## config.mk

```make
export PLATFORM = sky130hd
export DESIGN_NAME = pipe_stage_buffer
export DESIGN_NICKNAME = d
export VERILOG_FILES = /design/src/rtl/pipe_stage_buffer.sv
export SDC_FILE = /design/constraint.sdc
export NUM_CORES = 1
export LEC_CHECK = 0
export ABC_AREA = 1
export CAP_MARGIN = 0
export CELL_PAD_IN_SITES_DETAIL_PLACEMENT = 2
export CELL_PAD_IN_SITES_GLOBAL_PLACEMENT = 2
export CORE_MARGIN = 5
export CORE_UTILIZATION = 28
export CTS_CLUSTER_DIAMETER = 40
export DETAILED_ROUTE_END_ITERATION = 10
export GPL_TIMING_DRIVEN = 0
export PLACE_DENSITY_LB_ADDON = 0.1
export REMOVE_ABC_BUFFERS = 1
export SYNTH_ARGS = -nofsm -noshare
export SYNTH_HDL_FRONTEND = slang
export SYNTH_SLANG_ARGS = --single-unit
```

## constraint.sdc

```tcl
create_clock -name clk -period 1.4 [get_ports clk]
set_input_delay 0.21 -clock clk [delete_from_list [all_inputs] [get_ports clk]]
set_output_delay 0.21 -clock clk [all_outputs]
set_load 0.02 [all_outputs]
```

## src/rtl/pipe_stage_buffer.sv

```systemverilog
// ---------------------------------------------------------------------------
// pipe_stage_buffer
//
// Pipeline stage register that carries a WIDTH-bit bundle between two
// pipeline stages under a valid/ready handshake. It has a synchronous flush
// that turns the stage into a bubble. Bubbles (flushed or reset contents)
// are all-zero bundles.
//
// SKID = 1 : two-entry skid buffer. in_ready is a flop, so there is no
//            combinational path from out_ready to in_ready.
// SKID = 0 : single register. in_ready = out_ready | ~out_valid, which is
//            combinational.
//
// Ports
//   clk        clock, rising-edge active
//   rst        asynchronous, active-low reset
//   flush      synchronous kill of all buffered contents
//   in_valid   upstream holds a valid bundle
//   in_ready   stage can accept this cycle
//   in_data    upstream bundle
//   out_valid  out_data is valid
//   out_ready  downstream accepts this cycle
//   out_data   bundle presented downstream (main register M)
//   count      occupancy: 0..2 when SKID = 1, 0..1 when SKID = 0
// ---------------------------------------------------------------------------
module pipe_stage_buffer #(
    parameter int WIDTH = 32,
    parameter int SKID  = 1
) (
    input  logic             clk,
    input  logic             rst,
    input  logic             flush,
    input  logic             in_valid,
    output logic             in_ready,
    input  logic [WIDTH-1:0] in_data,
    output logic             out_valid,
    input  logic             out_ready,
    output logic [WIDTH-1:0] out_data,
    output logic [1:0]       count
);

    generate
        if (SKID != 0) begin : g_skid
            // The state encoding is the occupancy itself, so count is the
            // state register.
            typedef enum logic [1:0] {
                EMPTY = 2'd0,
                ONE   = 2'd1,
                FULL  = 2'd2
            } state_t;

            state_t           state_q, state_d;
            logic [WIDTH-1:0] m_q, m_d;
            logic [WIDTH-1:0] s_q, s_d;
            logic             in_ready_q, in_ready_d;
            logic             in_fire, out_fire;

            assign in_fire  = in_valid & in_ready_q;
            assign out_fire = (state_q != EMPTY) & out_ready;

            always_comb begin
                state_d = state_q;
                m_d     = m_q;
                s_d     = s_q;
                case (state_q)
                    EMPTY: begin
                        if (in_fire) begin
                            m_d     = in_data;
                            state_d = ONE;
                        end
                    end
                    ONE: begin
                        if (in_fire && out_fire) begin
                            m_d = in_data;
                        end else if (in_fire) begin
                            // Downstream stalled: the extra bundle is
                            // parked in the skid register.
                            s_d     = in_data;
                            state_d = FULL;
                        end else if (out_fire) begin
                            state_d = EMPTY;
                        end
                    end
                    FULL: begin
                        if (out_fire) begin
                            m_d     = s_q;
                            state_d = ONE;
                        end
                    end
                    default: begin
                        state_d = EMPTY;
                    end
                endcase
                // Flush overrides every other event. Any handshake in this
                // cycle still completes, but its bundle is discarded.
                if (flush) begin
                    state_d = EMPTY;
                    m_d     = '0;
                    s_d     = '0;
                end
                // in_ready is registered. It depends only on the next
                // state, never on this cycle's out_ready.
                in_ready_d = (state_d != FULL);
            end

            always_ff @(posedge clk or negedge rst) begin
                if (!rst) begin
                    state_q    <= EMPTY;
                    m_q        <= '0;
                    s_q        <= '0;
                    in_ready_q <= 1'b1;
                end else begin
                    state_q    <= state_d;
                    m_q        <= m_d;
                    s_q        <= s_d;
                    in_ready_q <= in_ready_d;
                end
            end

            assign in_ready  = in_ready_q;
            assign out_valid = (state_q != EMPTY);
            assign out_data  = m_q;
            assign count     = state_q;
        end else begin : g_plain
            logic [WIDTH-1:0] m_q, m_d;
            logic             valid_q, valid_d;
            logic             in_fire, out_fire;
            logic             in_ready_c;

            // The stage accepts a new bundle whenever the current one is
            // leaving or there is none.
            assign in_ready_c = out_ready | ~valid_q;
            assign in_fire    = in_valid & in_ready_c;
            assign out_fire   = valid_q & out_ready;

            always_comb begin
                m_d     = m_q;
                valid_d = valid_q;
                if (in_fire) begin
                    m_d     = in_data;
                    valid_d = 1'b1;
                end else if (out_fire) begin
                    valid_d = 1'b0;
                end
                if (flush) begin
                    m_d     = '0;
                    valid_d = 1'b0;
                end
            end

            always_ff @(posedge clk or negedge rst) begin
                if (!rst) begin
                    m_q     <= '0;
                    valid_q <= 1'b0;
                end else begin
                    m_q     <= m_d;
                    valid_q <= valid_d;
                end
            end

            assign in_ready  = in_ready_c;
            assign out_valid = valid_q;
            assign out_data  = m_q;
            assign count     = {1'b0, valid_q};
        end
    endgenerate

endmodule

```

==> impl_metrics.toml <==
[run_status]
status = "finished, violations left"
violations = "negative setup slack"

[clock_tree]
numCtsBuffers = 9
clk_pin_slew_ps = 60
clk_path_buf_depth = 2
cts_root_buf = "clkbuf_16"
cts.sinks = 67
clk_latency_ps = 340
cts_tree = "yes"
htree_levels = 3

[synth]
yosys.area_share.simple = 0.359
avgSynthCellArea_um2 = 7.63
syn-instance-count = 414
synthMuxAreaShare = 0
syn_area_mm2 = 0.00316
synth-seq-area-share = 0.532
yosys_warnings = 0
synthTopCellsByArea = "dfrtp_1, nand2_1, nand3_1"
synth_top_area_cell = "dfrtp_1"
synth-seq-cells = 67
synthXorXnorAreaFrac = 0.00277
ys_types = 16
synthAdderAreaFrac = 0
synth_top_family_by_area = "simple AND/OR/NAND/NOR gates"
synth_compound_area_frac = 0.0539
synth_top_area_frac = 0.523

[sta]
maxSlewHeadroom = 0.647
min_period_over_period = 1.18
fin_skew_ps = 9.11
tightest_slew_ps = 529
fin_crit_ps = 1650
final-setup-viol-count = 66
max_freq_mhz = 606
drv_slew = 0
rsz0062_at_grt = "yes"
timing.final.hold_violations = 0
worst_slack_ps = -251

[floorplanning]
dieWidth_um = 116
fp.dieH_um = 116
io-pin-count = 73
start_util = 0.289
core-area_mm2 = 0.0109
die_area_mm2 = 0.0135
fp-row-count = 38

[worst_setup_path]
crit_path_start_kind = "flip-flop"
critical_path_arrival_ps = 1920
crit_path_end_kind = "flip-flop"
critPathKind = "flip-flop to flip-flop"
path_max_fanout = 8
cp.required_ps = 1670

[detailed_routing]
drt_iter0_drc = 206
drtPass1Iterations = 4
routedWlPerCell_um = 27.4
drcViolationCount = 0
ant_nets = 0
drt-total-wl_um = 18400
dr_total_vias = 3574
routed_via_density = 5.34

[power_and_ir_drop]
leakage_nw = 2.70
p_per_area_mw_per_mm2 = 1070
peakVddDrop_uv = 531

[hold_path]
hp-class = "input pin to asynchronous set/reset pin"

[placement]
hpwl_um = 6470
gp_congestion = 0.686
port_buffers = 72
place_ws_ps = -1690

[flow_run]
maxCapViolations = 0

[layout]
multi_input_area_mm2 = 0.00202
drive_gt1_frac = 0.350
area_growth_pct = 74.9
seq_area_mm2 = 0.00168
num_antenna_cells = 0
final_util = 0.505
fill_cells = 1147
nets = 561

[global_route]
grt_antenna_before_repair = 0
track_usage = 0.259
grt_max_degree = 39
grt_pass1_wl_um = 25400
grt-ovfl-total = 0
grt_pass1_vias = 4040
-- report_power, final --
group	internal, mW	leakage [nW]	total (mW)	switching, mW
Combinational	0.606	1.67	1.54	0.935
Sequential	2.07	0.891	2.18	0.104
Clock	1.29	0.137	2.17	0.877
Total	3.97	2.70	5.89	1.92
-- registers in the layout, indices dropped and copies added (netlist names) --
name / count
count: 2
g_skid.s_q: 32
in_ready: 1
out_data: 32
-- stage by stage --
stage                     setup TNS [ps]  instances  total power, mW  cell area, µm²  hold slack (ps)
final                             -10520        669             5.89            5520              414
after global routing              -12760        669             6.09            5520              448
after CTS                          -2550        662             5.68            5220              404
after detailed placement          -91940        599             3.17            3940              211
after global placement           -355510        598             3.14            3920              482
after floorplan                   -22040        386             2.60            3020            -85.6
-- logic make-up after synthesis --
logic type                after synthesis
xor gates and xnor gates                1
and+or+nand+nor                       276
buffers and inverters                  36
AOI/OAI and AO/OA                      34
DFF                                    67
-- placed cells by master, fill, tap and decap left out, types with 3 or more instances in the layout --
cell | netlist | final
a21oi_2 | 0 | 12
clkbuf_1 | 3 | 3
nand2_8 | 0 | 13
nand3_4 | 0 | 5
clkdlybuf4s50_1 | 0 | 34
dfrtp_1 | 66 | 64
nor2_1 | 8 | 3
buf_12 | 0 | 14
nor2_4 | 0 | 7
nand2_4 | 0 | 12
nand2_2 | 0 | 49
buf_4 | 3 | 11
nand3_2 | 2 | 15
dlygate4sd2_1 | 0 | 33
clkbuf_16 | 0 | 10
nand2_1 | 200 | 133
buf_6 | 0 | 12
nand3_1 | 64 | 48
a21oi_1 | 32 | 20
buf_8 | 0 | 6
-- Yosys cell counts, drive strengths merged --
cell type and count:
buf 25, dfrtp 66, o21ai 2, inv 8
nand3 66, xnor2 1, dfstp 1, nand2 200
clkbuf 3, nor2 10, a21oi 32
-- worst paths after layout --
kind / start / endpoint / slack, ps / cells past startpoint
worst max-delay path: in_ready / g_skid.s_q[21] / -250 / 9
worst min-delay path: rst / g_skid.s_q[23] / 410 / 2
worst max register to register: in_ready / g_skid.s_q[21] / -250 / 9
worst min register to register: out_data[30] / out_data[30] / 500 / 2
max in group asynchronous: rst / g_skid.s_q[20] / 400 / 3
min in group clk: in_data[18] / g_skid.s_q[18] / 460 / 3
-- layer usage --
| metal | track usage | part of all wire | vias to the layer above |
|---|---|---|---|
| li1 | - | - | 1562 |
| met3 | 0.0461 | 0.047 | 41 |
| met5 | 0 | 0 | - |
| met2 | 0.474 | 0.52 | 123 |
| met1 | 0.309 | 0.39 | 1848 |
| met4 | 0.0804 | 0.040 | 0 |
-- critical path, cell delays in order (launching register included) --
cell     delay [ps]
dfstp_2         570
nand2_4          80
inv_4            60
nand2_4          70
buf_8           150
buf_6           130
nor2_4          170
buf_8           190
nand2_2          70
nand2_1          90
-- final cells by class --
| type | instances | share of cell area |
|---|---|---|
| clock buffers | 14 | 0.0478 |
| clock inverters | 2 | 0.00181 |
| inverters | 8 | 0.0111 |
| multi-input cells | 322 | 0.367 |
| flip-flops and latches | 67 | 0.304 |
| well taps | 140 | 0.0317 |
| repair buffers | 116 | 0.237 |
-- timing repair --
action / CTS / global route
setup buffers: 34 / 6
hold endpoints to repair: 31 / 0
pin swaps: 42 / 11
setup endpoints to repair: 103 / 68
gates cloned: 12 / 2
hold buffers: 1 / 0
gates resized for setup: 170 / 63
Power figures use the tool's default switching activity.
